--- config.mk ---
export PLATFORM = sky130hd
export DESIGN_NAME = reg_bus_master
export DESIGN_NICKNAME = d
export VERILOG_FILES = /design/src/rtl/reg_bus_pkg.sv /design/src/rtl/reg_bus_master_inactivity_timer.sv /design/src/rtl/reg_bus_master.sv
export SDC_FILE = /design/constraint.sdc
export NUM_CORES = 1
export LEC_CHECK = 0
export CORE_MARGIN = 8
export CORE_UTILIZATION = 57
export CTS_BUF_LIST = sky130_fd_sc_hd__clkbuf_2 sky130_fd_sc_hd__clkbuf_4 sky130_fd_sc_hd__clkbuf_8
export DETAILED_ROUTE_END_ITERATION = 7
export PLACE_DENSITY_LB_ADDON = 0.08
export SETUP_SLACK_MARGIN = 0.4
export SLEW_MARGIN = 10
export SYNTH_ARGS = -nofsm -noshare
export SYNTH_HDL_FRONTEND = slang
export SYNTH_SLANG_ARGS = --single-unit
--- constraint.sdc ---
create_clock -name clk_usb -period 4.15 [get_ports clk_usb]
set_clock_uncertainty 0.1 [all_clocks]
set_input_delay 1.245 -clock clk_usb [delete_from_list [all_inputs] [get_ports clk_usb]]
set_output_delay 1.245 -clock clk_usb [all_outputs]
set_load 0.01 [all_outputs]
--- src/rtl/reg_bus_pkg.sv ---
// Shared types and constants for the host register-bus master.
package reg_bus_pkg;

  localparam int         HDR_DIR_BIT = 7;
  localparam logic [6:0] CMD_MASK    = 7'h7F;
  localparam int         LEN_W       = 16;

  typedef enum logic [2:0] {
    ST_IDLE,
    ST_LEN0,
    ST_LEN1,
    ST_WDATA,
    ST_RD_ISSUE,
    ST_RD_WAIT
  } bus_state_t;

  // Register address carried by a header byte; the direction bit is not part of it.
  function automatic logic [7:0] hdr_to_cmd(input logic [7:0] hdr);
    return {1'b0, hdr[6:0] & CMD_MASK};
  endfunction

  // States that wait on the host and are therefore guarded by the inactivity timer.
  function automatic logic is_timed_state(input bus_state_t s);
    return (s == ST_LEN0) || (s == ST_LEN1) || (s == ST_WDATA);
  endfunction

endpackage

--- src/rtl/reg_bus_master_inactivity_timer.sv ---
// Host inactivity timer: a down-counter reloaded on clear, terminal count flags expiry.
module inactivity_timer #(
  parameter int TIMEOUT_CYCLES = 1000000,
  parameter int TIMER_W        = 20
) (
  input  logic clk_usb,
  input  logic reset,
  input  logic clear,
  input  logic enable,
  output logic expired
);

  localparam logic [TIMER_W-1:0] LOAD_VAL = TIMER_W'(TIMEOUT_CYCLES);
  localparam logic [TIMER_W-1:0] TERM_VAL = TIMER_W'(1);

  logic [TIMER_W-1:0] remaining;

  // Reload on clear, otherwise count down while enabled; stop at zero so it never wraps.
  always_ff @(posedge clk_usb or posedge reset) begin
    if (reset) begin
      remaining <= '0;
    end else if (clear) begin
      remaining <= LOAD_VAL;
    end else if (enable && (remaining != '0)) begin
      remaining <= remaining - TIMER_W'(1);
    end
  end

  // The last idle cycle of the allowed window is the one that sees the terminal count.
  always_comb begin
    expired = enable && !clear && (remaining == TERM_VAL);
  end

endmodule

--- src/rtl/reg_bus_master.sv ---
// Host-side register bus master: turns the UART byte stream into register
// reads/writes and streams read data back towards the UART transmitter.
//
//  state       | meaning
//  ------------+--------------------------------------------------------------
//  ST_IDLE     | waiting for a header byte (direction + register address)
//  ST_LEN0     | waiting for the low length byte
//  ST_LEN1     | waiting for the high length byte; zero length ends the frame
//  ST_WDATA    | each host byte becomes a one-cycle reg_write strobe
//  ST_RD_ISSUE | one-cycle reg_read strobe, read data captured into tx_data
//  ST_RD_WAIT  | holding tx_data until the transmitter accepts it
module reg_bus_master
  import reg_bus_pkg::*;
#(
  parameter int TIMEOUT_CYCLES = 1000000,
  parameter int TIMER_W        = 20
) (
  input  logic             clk_usb,
  input  logic             reset,
  input  logic [7:0]       rx_data,
  input  logic             rx_valid,
  output logic [7:0]       tx_data,
  output logic             tx_valid,
  input  logic             tx_ready,
  output logic [7:0]       reg_cmd,
  output logic [LEN_W-1:0] reg_bytecount,
  output logic [7:0]       reg_data_in,
  input  logic [7:0]       reg_data_out,
  output logic             reg_read,
  output logic             reg_write,
  output logic             busy,
  output logic             timeout_err
);

  bus_state_t       state;
  bus_state_t       state_next;
  logic             dir_write;
  logic [7:0]       len_lo;
  logic [LEN_W-1:0] last_idx;
  logic [LEN_W-1:0] len_full;
  logic             len_zero;
  logic             wr_accept;
  logic             wr_last;
  logic             tx_hs;
  logic             idx_last;
  logic             tmr_clear;
  logic             tmr_enable;
  logic             tmr_expired;

  inactivity_timer #(
    .TIMEOUT_CYCLES(TIMEOUT_CYCLES),
    .TIMER_W       (TIMER_W)
  ) u_timer (
    .clk_usb(clk_usb),
    .reset  (reset),
    .clear  (tmr_clear),
    .enable (tmr_enable),
    .expired(tmr_expired)
  );

  // State register.
  always_ff @(posedge clk_usb or posedge reset) begin
    if (reset) begin
      state <= ST_IDLE;
    end else begin
      state <= state_next;
    end
  end

  // Next-state decode and the combinational strobes/qualifiers derived from it.
  always_comb begin
    state_next = state;
    len_full   = {rx_data, len_lo};
    len_zero   = (len_full == '0);
    idx_last   = (reg_bytecount == last_idx);
    wr_last    = reg_write && idx_last;
    wr_accept  = 1'b0;
    tx_hs      = tx_valid && tx_ready;
    tmr_clear  = rx_valid;
    tmr_enable = is_timed_state(state);
    reg_read   = 1'b0;
    busy       = (state != ST_IDLE);

    case (state)
      ST_IDLE: begin
        if (rx_valid) state_next = ST_LEN0;
      end
      ST_LEN0: begin
        if (tmr_expired)   state_next = ST_IDLE;
        else if (rx_valid) state_next = ST_LEN1;
      end
      ST_LEN1: begin
        if (tmr_expired) begin
          state_next = ST_IDLE;
        end else if (rx_valid) begin
          if (len_zero)       state_next = ST_IDLE;
          else if (dir_write) state_next = ST_WDATA;
          else                state_next = ST_RD_ISSUE;
        end
      end
      ST_WDATA: begin
        // A byte arriving alongside the final strobe is surplus and is dropped.
        wr_accept = rx_valid && !wr_last;
        if (tmr_expired || wr_last) state_next = ST_IDLE;
      end
      ST_RD_ISSUE: begin
        reg_read   = 1'b1;
        state_next = ST_RD_WAIT;
      end
      ST_RD_WAIT: begin
        if (tx_hs) state_next = idx_last ? ST_IDLE : ST_RD_ISSUE;
      end
      default: state_next = ST_IDLE;
    endcase
  end

  // Transaction registers: header fields, length, byte index, write data and tx holding register.
  always_ff @(posedge clk_usb or posedge reset) begin
    if (reset) begin
      reg_cmd       <= '0;
      dir_write     <= 1'b0;
      len_lo        <= '0;
      last_idx      <= '0;
      reg_bytecount <= '0;
      reg_data_in   <= '0;
      reg_write     <= 1'b0;
      tx_data       <= '0;
      tx_valid      <= 1'b0;
      timeout_err   <= 1'b0;
    end else begin
      timeout_err <= tmr_expired;
      reg_write   <= wr_accept;
      if (wr_accept) reg_data_in <= rx_data;

      case (state)
        ST_IDLE: begin
          if (rx_valid) begin
            reg_cmd   <= hdr_to_cmd(rx_data);
            dir_write <= rx_data[HDR_DIR_BIT];
          end
        end
        ST_LEN0: begin
          if (rx_valid) len_lo <= rx_data;
        end
        ST_LEN1: begin
          if (rx_valid && !len_zero) begin
            last_idx      <= len_full - LEN_W'(1);
            reg_bytecount <= '0;
          end
        end
        ST_WDATA: begin
          // Index advances the cycle after its strobe; the final index is held.
          if (reg_write && !idx_last) reg_bytecount <= reg_bytecount + LEN_W'(1);
        end
        ST_RD_ISSUE: begin
          tx_data  <= reg_data_out;
          tx_valid <= 1'b1;
        end
        ST_RD_WAIT: begin
          if (tx_hs) begin
            tx_valid <= 1'b0;
            if (!idx_last) reg_bytecount <= reg_bytecount + LEN_W'(1);
          end
        end
        default: ;
      endcase
    end
  end

endmodule

* Word-level counts from Yosys, hierarchy flattened
Cells that the tools add are included.
Storage, ports and cells: register bits after elaboration 90, bits in latches 0, memory bits (writable) 0, bits in read-only memories 0, input port bits 20, output and inout port bits 45, memories kept 0
Operators by class: $add $sub $neg 3, multiply operators 0, divide/modulo/power cells 0, order comparisons 0, equal/unequal tests 15, shift operators 0, mux-type cells 22, bitwise gates (word level) 0, reductions and logical operators 28
Operators with widths (number):
- 2-to-1 mux 16 bit | 4
- case mux 16 bit (3 select lines) | 1
- 2-to-1 mux 20 bit | 2
- 2-to-1 mux 3 bit | 10
- equality test 20 x 1 -> 1 bit, second input constant | 1
- nonzero test 20 bit | 1
- subtractor 20 x 1 -> 20 bit, second input constant | 1
- case mux 3 bit (6 select lines) | 1
- adder 16 x 1 -> 16 bit, second input constant | 1
- equality test 16 bit | 1
- zero test 16 bit | 1
- subtractor 16 x 1 -> 16 bit, second input constant | 1
- AND reduction 5 bit | 2
- logical AND 1 bit | 8
- AND reduction 2 bit | 4
- equality test 3 x 2 -> 1 bit, second input constant | 2
- equality test 3 bit, second input constant | 2
- != test 2 x 1 -> 1 bit, second input constant | 3
- != test 2 bit, second input constant | 3
- != test 3 bit, second input constant | 2
- nonzero test 3 bit | 2
- zero test 1 bit | 4
- nonzero test 2 bit | 2
- equality test 3 x 1 -> 1 bit, second input constant | 1
- 4 further kinds | 8

* Longest topological paths before layout
word-level depth 8, depth in mapped cells 10, mapped depth without buffers 8

* By module
From an unflattened synthesis, not the netlist that was laid out.
Second synthesis, totals: cell total of the unflattened synthesis 470, area, all modules 4853.4 um2
By module, submodules not included:
- reg_bus_master | instances 1, cells each 340, area each 3583.4 um2, seq. area each 1751.7 um2
- inactivity_timer | instances 1, cells each 130, area each 1270.0 um2, seq. area each 500.5 um2

* Least setup slack after synthesis
OpenSTA, ideal clock, no wires.
path type input to register, from in rx_data[0], to reg reg_bytecount[12], setup time 0.079 ns, arrival 3.141 ns, data required time 3.971 ns, path slack 0.830 ns, stages on the path 8, path buffers 2, cells stage by stage or3_4 or4b_4 o31ai_2 buf_6 o31ai_4 buf_6 nand4_1 mux2i_1
Between the ends: longest elaborated chain between the ends 5
Ends and longest elaborated chain:
- start: declaration | line reg_bus_master.sv:20 | input logic [7:0] rx_data,
- zero test 16 bit | line reg_bus_master.sv:74 | len_zero = (len_full == '0);
- zero test 1 bit | line reg_bus_master.sv:146 | if (rx_valid && !len_zero) begin
- logical AND 1 bit | line reg_bus_master.sv:146
- != test 2 x 1 -> 1 bit (no source line)
- AND reduction 5 bit (no source line)
- end signal: assignment | line reg_bus_master.sv:153 | if (reg_write && !idx_last) reg_bytecount <= reg_bytecount + LEN_W'(1);
- end signal: assignment | line reg_bus_master.sv:162 | if (!idx_last) reg_bytecount <= reg_bytecount + LEN_W'(1);
- end: declaration | line reg_bus_master.sv:26 | output logic [LEN_W-1:0] reg_bytecount,
No other way between the ends. A chain may end at the register's enable or synchronous reset.

* Worst setup path in the final report
from in rx_data[2], to reg reg_bytecount[7]
The elaborated chain is that of the path after synthesis.

==> run_results.csv <==
group,metric,value,unit
place,place_area,5349,um^2
final_layout,fillCellCount,591,
synth,synthXorXnorAreaFrac,0.08240,
sta,fmaxAchievable,0.2832,GHz
final_layout,final_cell_mix,"90 x dfrtp_1, 63 x clkdlybuf4s50_1, 42 x nor2_1, 41 x nand2_1, 30 x mux2_2",
sta,hold_ws,0.4087,ns
worst_setup_path,cp-end-kind,"flop",
sta,rsz0062_at_grt,"no",
sta,min_period,3.532,ns
worst_setup_path,crit_slowest_cell,"or4b_4",
synth,synthSimpleGateAreaFrac,0.2023,
floorplanning,dieArea,11140,um^2
route,wl_per_cell,16.27,um
worst_setup_path,startpoint_type,"primary input",
synth,syn_inst,441,
synth,synthFlopType,"dfrtp_1",
route,vias,3438,
sta,hold_viol_final,0,
floorplanning,initial_core_util,0.5884,
pwr,clkPwrFrac,0.170,
synth,synth_nets,466,
sta,fin_crit_sh,0.8510,
clock_network,postCtsSetupRepairBufs,0,
synth,synthMuxAreaShare,0.09362,
hold_path,hold_path_class,"flop to flop",
route,postRouteWirelength,10.04,mm
floorplanning,die_x,105.5,um
pwr,ir_drop,0.4177,mV
global_routing,grt_max_degree,52,
floorplanning,io_pins,65,
worst_setup_path,worst-setup-path-type,"primary input to flop",
run_status,outcome,"completed",
clock_network,cts-hold-fix-buffers,0,
clock_network,post_cts_resized,0,
worst_setup_path,cp-startpoint,"rx_data[2]",
clock_network,clk_path_buf_depth,2,
worst_setup_path,rr_worst_depth,9,
pwr,finalPower,3.660,mW
final_layout,final_common_cell,"dfrtp_1",
global_routing,antenna_found_initial,0,
final_layout,stdcell_count,617,
final_layout,antenna_cells,0,
sta,worstMarginPinSlew,0.7055,ns
pwr,p_seq_frac,0.416,
worst_setup_path,r2r_start,"len_lo[0]",
global_routing,grt_pass1_vias,3546,
sta,slew_headroom,0.5297,
pwr,power.internal,2.312,mW
clock_network,cts_tree,"yes",
worst_setup_path,regToRegEndpoint,"reg_bytecount[7]",
synth,ys_seq_elements,90,
worst_setup_path,crit_fanout,30,
clock_network,clock_sinks,90,
synth,synthArstFlopShare,1.000,
synth,synth_cell_types,52,
pwr,leakage,2.334,nW
route,drtPass1Iterations,4,
route,drtIter0Drc,150,
place,gp_congestion,0.8390,
route,route.detailed.drc,0,
synth,synth_area,4571,um^2
place,preCtsSetupSlack,0.2539,ns
clock_network,path_clk_slew,0.08,ns
route,drt-vias-per-instance,5.572,
final_layout,drive_gt1_frac,0.1282,
clock_network,insertion_delay,0.36,ns
worst_setup_path,r2r_setup_slack,1.33,ns
worst_setup_path,crit_end,"reg_bytecount[7]",
pwr,power.share.combinational,0.414,
pwr,switching_share,0.3683,
floorplanning,core,7767,um^2
place,dp.cells,601,
floorplanning,rows,32,
worst_setup_path,critPathArrivalTime,3.73,ns
route,drtAntennaViolNets,0,
job,cap_viol_max_count,0,
final_layout,post-route-util,0.7155,
floorplanning,die_h,105.5,um
place,dp_hpwl,7.138,mm
sta,tns,0,ns
pwr,power_density,658.6,nW/um^2
synth,synth_top_family_by_area,"simple AND/OR/NAND/NOR gates",
worst_setup_path,crit_path_cell_trace,"clkdlybuf4s50_1 > or3_1 > or4b_4 > o31ai_4 > buf_4 > nand2_1 > a31oi_1 > a41o_1",
synth,syn_avg_cell_area,10.36,um^2
global_routing,grt-ovfl-total,0,
place,portBuffers,63,
clock_network,htree_num_levels,3,
final_layout,areaGrowthSynthToFinish,21.60,%
sta,drv_slew,0,
synth,synth-edff-count,0,
worst_setup_path,slowest_delay,0.57,ns
global_routing,track_usage,0.1876,
sta,finalSetupViolations,0,
clock_network,cts_made_buffers,9,
final_layout,fin_area,5558,um^2
synth,yosys_warnings,0,
worst_setup_path,required,4.35,ns
synth,synthAdderAreaFrac,0.01369,
clock_network,clockRootBuffer,"clkbuf_8",
synth,seq_area_frac_synth,0.4927,
pwr,p_sw,1.348,mW
synth,synth_compound_area_frac,0.08678,
sta,worst_slack,0.6185,ns
final_layout,nets,535,
global_routing,grt_pass1_wl,17.19,mm
-- power by group through the flow --
stage / Combinational (mW) / Sequential, mW / Clock [mW]
after global routing: 1.68 / 1.57 / 0.676
after CTS: 1.53 / 1.52 / 0.638
after detailed placement: 1.51 / 1.54 / 0
after global placement: 1.48 / 1.52 / 0
after floorplan: 0.928 / 1.51 / 0
final: 1.52 / 1.52 / 0.622
-- logic make-up after synthesis --
logic type / Yosys count
and+or+nand+nor: 178
DFF: 90
AOI/OAI and AO/OA: 59
xor gates and xnor gates: 43
muxes: 39
buffers and inverters: 26
adders and majority gates: 5
other: 1
-- Yosys cell counts, types with 3 or more instances --
cell,instances,area share
a21oi_1,9,0.0099
mux2i_1,9,0.020
and3_1,8,0.011
or3_1,10,0.014
nor2_1,42,0.034
o21ai_0,19,0.021
mux2_2,30,0.074
nand3b_1,3,0.0049
inv_1,9,0.0074
dfrtp_1,90,0.49
nand2b_1,18,0.025
nand3_1,12,0.013
a31oi_1,5,0.0068
o31ai_1,3,0.0049
o21ai_1,3,0.0033
clkbuf_1,9,0.0074
xnor2_1,25,0.048
buf_4,3,0.0049
nor3_1,12,0.013
nor4_1,4,0.0055
or4_1,5,0.0082
nand2_1,41,0.034
ha_1,5,0.014
xor2_1,18,0.034
nand4_1,11,0.015
-- worst min-delay path by stage --
stage	start	end	cells after the start
after floorplan	last_idx[0]	last_idx[0]	2
after global placement	last_idx[2]	last_idx[2]	2
after detailed placement	reg_cmd[3]	reg_cmd[3]	1
after CTS	reg_data_in[5]	reg_data_in[5]	1
after global routing	last_idx[14]	last_idx[14]	2
final	reg_data_in[5]	reg_data_in[5]	1
-- layout make-up --
cell class / instances / area [um^2] / share of cell area
well taps: 102 / 127.6 / 0.02296
repair buffers: 75 / 733.2 / 0.1319
flip-flops and latches: 90 / 2252 / 0.4052
clock buffers: 12 / 158.9 / 0.02859
multi-input cells: 325 / 2201 / 0.3960
inverters: 9 / 35.03 / 0.006303
clock inverters: 4 / 50.05 / 0.009005
-- flip-flops by register name, indices dropped and copies added (netlist names), 3 cells and up --
signal             cells
u_timer.remaining     20
last_idx              16
reg_data_in            8
state                  3
reg_bytecount         16
tx_data                8
reg_cmd                7
len_lo                 8
-- routing by layer --
layer  GRT usage  share of wire
met5           0              0
met3     0.05359          0.069
met2      0.2837           0.44
met1      0.2483           0.48
met4     0.07638          0.013
-- worst max-delay path: cells and delay by family --
kind            cells  cell delay, ns
compound gates      3            0.61
buf+inv             2            0.83
simple gates        3            1.04
(Power assumes the default switching activity.)
